### src/rtl/eq_pkg.sv
// Shared equalizer constants: sample widths, I2S frame geometry and the
// 24-bit saturation limits used by the output stage.
package eq_pkg;

  localparam int SAMPLE_W   = 32;
  localparam int DAC_W      = 24;
  localparam int SLOT_BITS  = 32;
  localparam int FRAME_BITS = 64;

  localparam logic [DAC_W-1:0] SAT_MAX = {1'b0, {(DAC_W-1){1'b1}}};
  localparam logic [DAC_W-1:0] SAT_MIN = {1'b1, {(DAC_W-1){1'b0}}};

endpackage

### src/rtl/eq_sat.sv
// Combinational signed clamp from IN_W to OUT_W bits with a clip flag.
// A value fits when every bit from the input MSB down to the output sign
// bit agrees; otherwise it is pinned to the rail matching its sign.
module eq_sat import eq_pkg::*; #(
  parameter int IN_W  = SAMPLE_W,
  parameter int OUT_W = DAC_W
) (
  input  logic [IN_W-1:0]  d_in,
  output logic [OUT_W-1:0] d_out,
  output logic             clip
);

  logic [IN_W-OUT_W:0] hi;
  logic                fits;

  assign hi   = d_in[IN_W-1:OUT_W-1];
  assign fits = (&hi) | ~(|hi);
  assign clip = ~fits;

  // Pass through when in range, else the positive or negative full scale
  always_comb begin
    d_out = d_in[OUT_W-1:0];
    if (!fits)
      d_out = d_in[IN_W-1] ? {1'b1, {(OUT_W-1){1'b0}}} : {1'b0, {(OUT_W-1){1'b1}}};
  end

endmodule

### src/rtl/eq_i2s_tx.sv
// Equalizer output stage: saturates the summed sample to OUT_W bits, holds
// one sample, and sends it on both I2S channels of a 64-bit frame. bclk and
// lrclk are derived from clk; clip/underrun are single-cycle status pulses.
module eq_i2s_tx import eq_pkg::*; #(
  parameter int CLK_DIV = 4,
  parameter int IN_W    = SAMPLE_W,
  parameter int OUT_W   = DAC_W
) (
  input  logic            clk,
  input  logic            rst_n,
  input  logic [IN_W-1:0] d_in,
  input  logic            d_valid,
  output logic            d_ready,
  output logic            bclk,
  output logic            lrclk,
  output logic            sdata,
  output logic            clip,
  output logic            underrun
);

  localparam int DIV_W = (CLK_DIV > 1) ? $clog2(CLK_DIV) : 1;
  localparam int BIT_W = $clog2(FRAME_BITS);
  localparam int P_W   = $clog2(SLOT_BITS);

  logic [DIV_W-1:0]     div_cnt;
  logic [BIT_W-1:0]     bit_cnt, bit_nxt;
  logic [P_W-1:0]       p_nxt;
  logic                 div_wrap, fall, wrap;
  logic                 hold_full, accept, sat_clip;
  logic [OUT_W-1:0]     hold, sat_val, frame_reg;
  logic [SLOT_BITS-1:0] slot;

  eq_sat #(.IN_W(IN_W), .OUT_W(OUT_W)) u_sat (
    .d_in  (d_in),
    .d_out (sat_val),
    .clip  (sat_clip)
  );

  assign div_wrap = (div_cnt == DIV_W'(CLK_DIV - 1));
  assign fall     = div_wrap && bclk;
  assign bit_nxt  = bit_cnt + BIT_W'(1);
  assign wrap     = fall && (bit_cnt == '1);
  assign p_nxt    = bit_nxt[P_W-1:0];

  // Slot image MSB-first: bit 31 is the I2S delay bit (always 0), the sample
  // follows, and the tail is zero padding; slot position p reads slot[31-p].
  assign slot = {{(SLOT_BITS-OUT_W){1'b0}}, frame_reg} << (SLOT_BITS - 1 - OUT_W);

  assign d_ready = !hold_full;
  assign accept  = d_valid && d_ready;

  // Bit clock divider and frame position; lrclk/sdata move on bclk falls
  always_ff @(posedge clk or negedge rst_n) begin
    if (!rst_n) begin
      div_cnt <= '0;
      bclk    <= 1'b0;
      bit_cnt <= '0;
      lrclk   <= 1'b0;
      sdata   <= 1'b0;
    end else begin
      div_cnt <= div_wrap ? '0 : div_cnt + DIV_W'(1);
      if (div_wrap) bclk <= ~bclk;
      if (fall) begin
        bit_cnt <= bit_nxt;
        lrclk   <= bit_nxt[BIT_W-1];
        sdata   <= slot[P_W'(SLOT_BITS - 1) - p_nxt];
      end
    end
  end

  // Holding register and frame load; a load in the accept cycle sees the
  // pre-accept (empty) hold, so the new sample waits for the next frame.
  always_ff @(posedge clk or negedge rst_n) begin
    if (!rst_n) begin
      hold_full <= 1'b0;
      hold      <= '0;
      frame_reg <= '0;
      underrun  <= 1'b0;
      clip      <= 1'b0;
    end else begin
      underrun <= wrap && !hold_full;
      clip     <= accept && sat_clip;
      if (wrap) frame_reg <= hold_full ? hold : '0;
      if (accept) begin
        hold_full <= 1'b1;
        hold      <= sat_val;
      end else if (wrap) begin
        hold_full <= 1'b0;
      end
    end
  end

endmodule
### config.mk
export PLATFORM = sky130hd
export DESIGN_NAME = eq_i2s_tx
export DESIGN_NICKNAME = d
export VERILOG_FILES = /design/src/rtl/eq_pkg.sv /design/src/rtl/eq_sat.sv /design/src/rtl/eq_i2s_tx.sv
export SDC_FILE = /design/constraint.sdc
export NUM_CORES = 1
export LEC_CHECK = 0
export CORE_MARGIN = 2
export CORE_UTILIZATION = 45
export DETAILED_ROUTE_END_ITERATION = 7
export PLACE_DENSITY = 0.67
export SLEW_MARGIN = 30
export SYNTH_ARGS = -nofsm -noshare
export SYNTH_HDL_FRONTEND = slang
export SYNTH_HIERARCHICAL = 1
export SYNTH_SLANG_ARGS = --single-unit
### constraint.sdc
create_clock -name clk -period 2.5 [get_ports clk]
set_input_delay 0.375 -clock clk [delete_from_list [all_inputs] [get_ports clk]]
set_output_delay 0.375 -clock clk [all_outputs]
set_load 0.03 [all_outputs]
======== Yosys cells after proc, flatten, opt, wreduce, memory -nomap -nowiden ========
Index checks and enable logic that the tools add are counted.
cells by class
  add/subtract/negate cells ............... 3
  multiply operators ...................... 0
  divide/modulo/power cells ............... 0
  magnitude comparators ................... 1
  eq/ne operators ......................... 2
  shifts and indexed selects .............. 0
  mux-type cells .......................... 8
  bitwise gates (word level) .............. 4
  reductions and logical operators ........ 9
operators with widths
  kind                                                         number
  two-way mux 24 bit                                           3
  AND reduction 9 bit                                          1
  OR reduction 9 bit                                           1
  adder 6 x 1 -> 6 bit (second input constant)                 1
  == test 6 bit (second input constant)                        1
  less-than comparator 5 x 6 -> 1 bit (second input constant)  1
  binary-select mux 1 bit (select 5 bit)                       1
  logical AND 1 bit                                            5
  subtractor 5 bit (first input constant)                      1
  two-way mux 1 bit                                            3
  inverter 1 bit                                               3
  adder 2 x 1 -> 2 bit (second input constant)                 1
  == test 2 bit (second input constant)                        1
  two-way mux 2 bit                                            1
  nonzero test 2 bit                                           1
  logical NOT 1 bit                                            1
  OR 1 bit                                                     1
word-level totals
  flip-flop bits (word level) ............. 62
  latch bits .............................. 0
  RAM bits ................................ 0
  bits in read-only memories .............. 0
  output and inout bits ................... 6
  word-level logic and storage cells ...... 37
  memories kept ........................... 0

======== Logic depth before layout (Yosys ltp) ========
Gate-level depths: netlist of the first run.
  word-level depth ........................ 5
  gate-level depth with buffers ........... 7
  mapped depth without buffers ............ 6

======== Modules after synthesis ========
The synthesis of the first run kept the hierarchy.
by module, submodules not included
  module     times used  cells an instance  area an instance (sq um)  seq. area each (sq um)
  eq_i2s_tx  1           220                2603.7                    1526.5
  eq_sat     1           65                 434.2                     0.0

======== Least setup slack after synthesis of the first run ========
Ideal clock, no wire load.
  path type ............................... reg-to-reg
  start ................................... register bit_cnt[0]
  end ..................................... register sdata
  setup time .............................. 0.082 ns
  data arrival time ....................... 1.721 ns
  setup slack ............................. 0.697 ns
  cell stages (with the launch flop) ...... 7
  buffers on the path ..................... 1
  period minus slack after synthesis ...... 1.803 ns
  cell sequence ........................... dfrtp_1 -> ha_1 -> buf_4 -> mux4_1 -> nor2_1 -> or4_1 -> a31oi_1
between the ends
  word-level cells in the longest chain between the ends .. 4
RTL lines
  item                                     line             RTL
  from (decl)                              eq_i2s_tx.sv:26  logic [BIT_W-1:0] bit_cnt, bit_nxt;
  from (signal assigned)                   eq_i2s_tx.sv:64  bit_cnt <= bit_nxt;
  adder 6 x 1 -> 6 bit                     eq_i2s_tx.sv:41  assign bit_nxt = bit_cnt + BIT_W'(1);
  net bit_nxt[1]                           eq_i2s_tx.sv:26
  subtractor 5 bit                         eq_i2s_tx.sv:66  sdata <= slot[P_W'(SLOT_BITS - 1) - p_nxt];
  binary-select mux 1 bit (select 5 bit)   eq_i2s_tx.sv:66
  two-way mux 1 bit (not written as such)  eq_i2s_tx.sv:66
  to (signal assigned)                     eq_i2s_tx.sv:66
  to (decl)                                eq_i2s_tx.sv:16  output logic sdata,
The timed path passes the listed nets, and every way through them passes these cells. The select of a mux whose other input is x is not followed.
A chain may end at the register's enable or synchronous reset.

======== Worst setup path in the final report of the first run ========
  start ................................... register bit_cnt[1]
  end ..................................... register sdata
between the ends
  word-level cells in the longest chain between the ends .. 4
RTL lines
  item                                     line
  adder 6 x 1 -> 6 bit                     eq_i2s_tx.sv:41
  subtractor 5 bit                         eq_i2s_tx.sv:66
  binary-select mux 1 bit (select 5 bit)   eq_i2s_tx.sv:66
  two-way mux 1 bit (not written as such)  eq_i2s_tx.sv:66
No other way between the ends. The select of a mux whose other input is x is not followed.

==> results of run 1 <==
[where the power goes]
part | leakage (nW) | total (W) | internal, W | switching, W
Clock | 0.103 | 0.000854 | 0.000481 | 0.000373
Sequential | 0.780 | 0.00124 | 0.00114 | 0.0000998
Combinational | 0.777 | 0.000300 | 0.000190 | 0.000110
[worst max-delay path by stage]
| stage | start | end | depth (start not counted) | slack, ns |
|---|---|---|---|---|
| after floorplan | bit_cnt[0] | sdata | 6 | 0.70 |
| after global placement | d_in[30] | hold[15] | 6 | 0.56 |
| after detailed placement | d_in[26] | hold[18] | 6 | 0.58 |
| after CTS | bit_cnt[1] | sdata | 6 | 0.57 |
| after global routing | bit_cnt[1] | sdata | 6 | 0.44 |
| final | bit_cnt[1] | sdata | 6 | 0.59 |
[cells by family (layout without fill, tap and decap cells)]
family | after synthesis | after routing | synth area share [%]
and+or+nand+nor | 126 | 126 | 19.6
DFF | 61 | 61 | 50.2
muxes | 32 | 32 | 14.0
AOI/OAI and AO/OA | 30 | 30 | 8.20
buffers and inverters | 26 | 67 | 4.53
xor gates and xnor gates | 8 | 8 | 2.55
adders and majority gates | 2 | 2 | 0.824
[cell type report]
class	count	share of cell area (%)
clock buffers	11	3.86
clock inverters	5	1.37
inverters	1	0.102
multi-input cells	198	37.6
flip-flops and latches	61	41.7
well taps	77	2.63
repair buffers	50	12.8
[layer usage]
metal,share of wire [%],vias to the layer above
met5,0,-
met4,1.4,0
met3,3.8,7
met2,45,38
met1,50,1036
li1,-,1091
[cell usage in the layout (no fill, tap or decap), types with 2 or more instances in the layout]
cell,synthesis,routed
dfrtp_1,61,61
nand3_1,53,53
nand2_1,52,52
clkdlybuf4s50_1,0,39
mux2_2,26,26
a2bb2oi_1,23,23
clkbuf_8,1,10
buf_4,5,10
nor2_1,6,6
xnor2_1,4,4
clkinv_2,0,4
xor2_1,3,3
mux4_1,3,3
nor4_1,3,3
and2_1,2,2
nand3b_1,2,2
mux4_2,2,2
ha_1,2,2
and4_1,2,2
[critical path, stage by stage (launching register included)]
cell and delay (ns):
dfrtp_1 0.40, ha_1 0.24, xor2_2 0.33, mux4_1 0.22, nor2_1 0.04, or4_1 0.46
a31oi_1 0.14
[per-stage QoR]
step           cells  util, %  setup WS (ns)  hold WS, ns
5_1_grt          403     57.1          0.443        0.262
4_1_cts          403     57.1          0.566        0.207
6_report         403     57.1          0.591        0.188
3_3_place_gp     387     54.1          0.564        0.414
2_1_floorplan    285        -          0.697       0.0794
3_5_place_dp     387     54.1          0.581        0.418
==> impl_metrics.tcl, run 1 <==
set metrics [dict create \
    outcome "complete, no violations" \
    synth_edf_count 0 \
    fillCellCount 590 \
    power_per_cell_area_nw_per_um2 653 \
    clockBufferDepth 2 \
    setup-tns-final_ns 0 \
    design.portCount 41 \
    arrival_ns 2.17 \
    tightest_slew_ns 0.754 \
    critical_path_peak_fanout 7 \
    reg2reg_from "bit_cnt[1]" \
    grt_max_degree 62 \
    synth_area_leaders "dfrtp_1, mux2_2, nand3_1" \
    grt_overflow_total 0 \
    rsz0062_at_grt "false" \
    slew_viol_final 0 \
    reg2reg_to "sdata" \
    synth.largest_area_cell "dfrtp_1" \
    gp_congestion 0.710 \
    syn_avg_cell_area_um2 10.7 \
    synth.most_common_cell "dfrtp_1" \
    viasPerCell 5.39 \
    synthTopCellsByCount "dfrtp_1, nand3_1, nand2_1, mux2_2, a2bb2oi_1" \
    drc_errors 0 \
    synth_seq_area_share_pct 50.2 \
    use_met1_pct 25.5 \
    finClkSkew_ns 0.00716 \
    cts_resized 0 \
    nNetsFinal 358 \
    syn-num-nets 322 \
    placed_area_um2 3470 \
    multi_input_area_um2 1380 \
    drt-wirelength-per-cell_um 15.0 \
    dr.pass1.iters 4 \
    critPathKind "flop to flop" \
    fin_crit_ns 1.91 \
    antenna_found_initial 0 \
    synth-async-reset-ratio_pct 100 \
    initial_core_util_pct 47.3 \
    use_met3_pct 5.39 \
    end_kind "flop" \
    synthToLayoutAreaGrowth_pct 20.6 \
    busiest_layer "met2" \
    num_rows 29 \
    insertion_delay_ns 0.33 \
    power.leakage_nw 1.66 \
    total_power_w 0.00239 \
    synth_area_um2 3040 \
    use_met2_pct 25.8 \
    crit_required_ns 2.76 \
    grt_pass1_wl_um 10300 \
    clock-sinks 61 \
    drtIter0Drc 117 \
    max-slew-margin-rel_pct 49.7 \
    dieArea_um2 7420 \
    hold_path_class "primary input to asynchronous set/reset pin" \
    hold_violations 0 \
    grt_pass1_vias 2070 \
    max_clock_freq_mhz 524 \
    drive_gt1_share_pct 18.1 \
    core_area_um2 6420 \
    synth-seq-cells 61 \
    grt_util_all_layers_pct 17.9 \
    drtAntennaViolNets 0 \
    yosysTopAreaCellShare_pct 50.2 \
    synth-main-ff-cell "dfrtp_1" \
    post-dp-hpwl_um 4040 \
    io_buffers 40 \
    r2r_cells 6 \
    fp.dieW_um 86.2 \
    maxCapViolations 0 \
    die_y_um 86.2 \
    cts_tree "yes" \
    cts_setup_buffers 0 \
    path_clk_slew_ns 0.07 \
    min_period_over_period_pct 76.4 \
    ff2ff_setup_slack_ns 0.59 \
    wl_um 6050 \
    ys_warn_count 6 \
    start_kind "flop" \
    ys_types 37 \
    cts_hold_buf 0 \
    h-tree-depth 3 \
    peakVddDrop_mv 0.320 \
    num_vias 2172 \
    diodes 0 \
    setup_viol 0 \
    seq_area_um2 1530 \
    cts_root_buf "clkbuf_8" \
    stdcell_area_um2 3660 \
    synth_cells 285 \
    cts_made_buffers 9 \
]
(Power assumes the default switching activity.)
==> run 2, diff against run 1 <==
PLACE_DENSITY = 0.7   (was 0.67)
clock period = 1.7 ns   (was 2.5 ns; I/O delays follow)
==> run 2 against run 1 <==
Clock power rose by 71%. Clock-buffer cell count rose by 1. Die area did not move. Non-clock buffer count rose by 15. Wire length rose by 5.6%. Sequential share of layout area fell by 2.7 points. First-iteration DRC count rose by 24%. Highest routed layer unchanged. Critical path depth fell by 1. Setup slack got worse by 0.62 ns. Cell count rose by 3.7%. Total power rose by 56%. Via count rose by 4.0%. The flow now finishes with violations (negative setup slack).
==> impl_metrics.tcl, run 2 (synthesized netlist as in run 1, its figures left out) <==
set metrics [dict create \
    clock-sinks 61 \
    grt_overflow_total 0 \
    io_buffers 40 \
    fin_crit_ns 1.73 \
    worstPathCellList "ha_4 -> mux4_2 -> nor2_1 -> or4_1 -> a31oi_1" \
    stdcell_area_um2 3920 \
    crit_buf_inv 0 \
    grt_util_all_layers_pct 19.2 \
    crit_required_ns 1.97 \
    cts_made_buffers 9 \
    hold_path_class "flop to flop" \
    h-tree-depth 3 \
    fin_ws_ns -0.0315 \
    die_y_um 86.2 \
    slowest_stage "or4_1" \
    multi_input_area_um2 1400 \
    design.portCount 41 \
    dp_slack_ns -0.0968 \
    drc_errors 0 \
    nNetsFinal 373 \
    seq_area_um2 1530 \
    outcome "finished, violations left" \
    reg2reg_to "sdata" \
    post-dp-hpwl_um 4330 \
    violations "negative setup slack" \
    fp.dieW_um 86.2 \
    utilization_pct 61.0 \
    fillCellCount 527 \
    drtIter0Drc 145 \
    cts_tree "yes" \
    synthToLayoutAreaGrowth_pct 29.0 \
    grt_pass1_wl_um 11000 \
    r2r_cells 5 \
    critPathKind "flop to flop" \
    layout_common_cells "dfrtp_1, nand3_1, nand2_1" \
    gp_congestion 0.736 \
    slew_viol_final 0 \
    path_clk_slew_ns 0.07 \
    finClkSkew_ns 0.00937 \
    placed_area_um2 3650 \
    holdPathStages 1 \
    arrival_ns 2.00 \
    holdWs_ns 0.428 \
    grt_max_degree 62 \
    max-slew-margin-rel_pct 78.6 \
    drtAntennaViolNets 0 \
    viasPerCell 5.40 \
    peakVddDrop_mv 0.462 \
    reg2reg_from "bit_cnt[1]" \
    ff2ff_setup_slack_ns -0.03 \
    num_rows 29 \
    wl_um 6390 \
    setup_viol 1 \
    maxCapViolations 0 \
    min_from "div_cnt[0]" \
    diodes 0 \
    dieArea_um2 7420 \
    critical_path_peak_fanout 5 \
    rsz0062_at_grt "true" \
    crit_family "simple AND/OR/NAND/NOR gates" \
    max_clock_freq_mhz 578 \
    start_kind "flop" \
    end_kind "flop" \
    insertion_delay_ns 0.35 \
    num_vias 2259 \
    drt-wirelength-per-cell_um 15.3 \
    drive_gt1_share_pct 22.6 \
    setup-tns-final_ns -0.0315 \
    layout_commonest_cell "dfrtp_1" \
    min_to "div_cnt[0]" \
    hold_violations 0 \
    core_area_um2 6420 \
    grt_pass1_vias 2307 \
    initial_core_util_pct 47.3 \
    min_period_over_period_pct 102 \
    cts_root_buf "clkbuf_8" \
    critPathMaxStageDelay_ns 0.46 \
    power_per_cell_area_nw_per_um2 956 \
    tightest_slew_ns 0.321 \
    dr.pass1.iters 5 \
    antenna_found_initial 0 \
    clockBufferDepth 2 \
    power.leakage_nw 1.80 \
]
[run 2: power breakdown]
part	switching, W	internal, W	leakage [nW]
logic	0.000166	0.000295	0.902
registers	0.000144	0.00168	0.780
clock network	0.000561	0.000901	0.116
total	0.000871	0.00287	1.80
[run 2: cell type report]
class                           count  share of cell area, %
Sequential cell                    61                   39.0
Clock inverter                      4                   1.79
Timing Repair Buffer               65                   17.0
Clock buffer                       12                   3.96
Inverter                            1                 0.0958
Multi-Input combinational cell    198                   35.7
Tap cell                           77                   2.46
[run 2: repair_timing]
| item | in CTS | in global routing |
|---|---|---|
| gates resized for setup | 4 | 4 |
| endpoints found under the setup margin | 3 | 28 |
| setup buffers | 1 | 2 |
| endpoints found under the hold margin | 61 | 0 |
| hold buffers | 1 | 0 |
| pin swaps | 2 | 1 |
[run 2: worst max path at each step]
stage	from	cells past startpoint	end	slack [ns]
global placement	d_in[26]	6	hold[5]	-0.07
CTS	bit_cnt[0]	5	sdata	-0.06
finish	bit_cnt[1]	5	sdata	-0.03
detailed placement	d_in[26]	6	hold[5]	-0.1
global route	bit_cnt[0]	6	sdata	-0.11
floorplan	bit_cnt[1]	6	sdata	-0.09
[run 2: per-layer routing]
layer  wire length (µm)  GRT usage (%)
met5                  0              0
met4                113           8.80
met1               3090           26.1
met3                296           5.10
met2               2890           28.7
[run 2: per-stage QoR]
stage,instances,total power (W)
floorplan,285,0.00207
global placement,398,0.00228
detailed placement,398,0.00231
CTS,416,0.00376
global route,418,0.00392
finish,418,0.00375
==> run 3, diff against run 2 <==
CAP_MARGIN = 20   (was default)
SLEW_MARGIN = 20   (was 30)
==> results of run 3 <==
No change in the layout: final DEF, timing and power equal those of run 2.
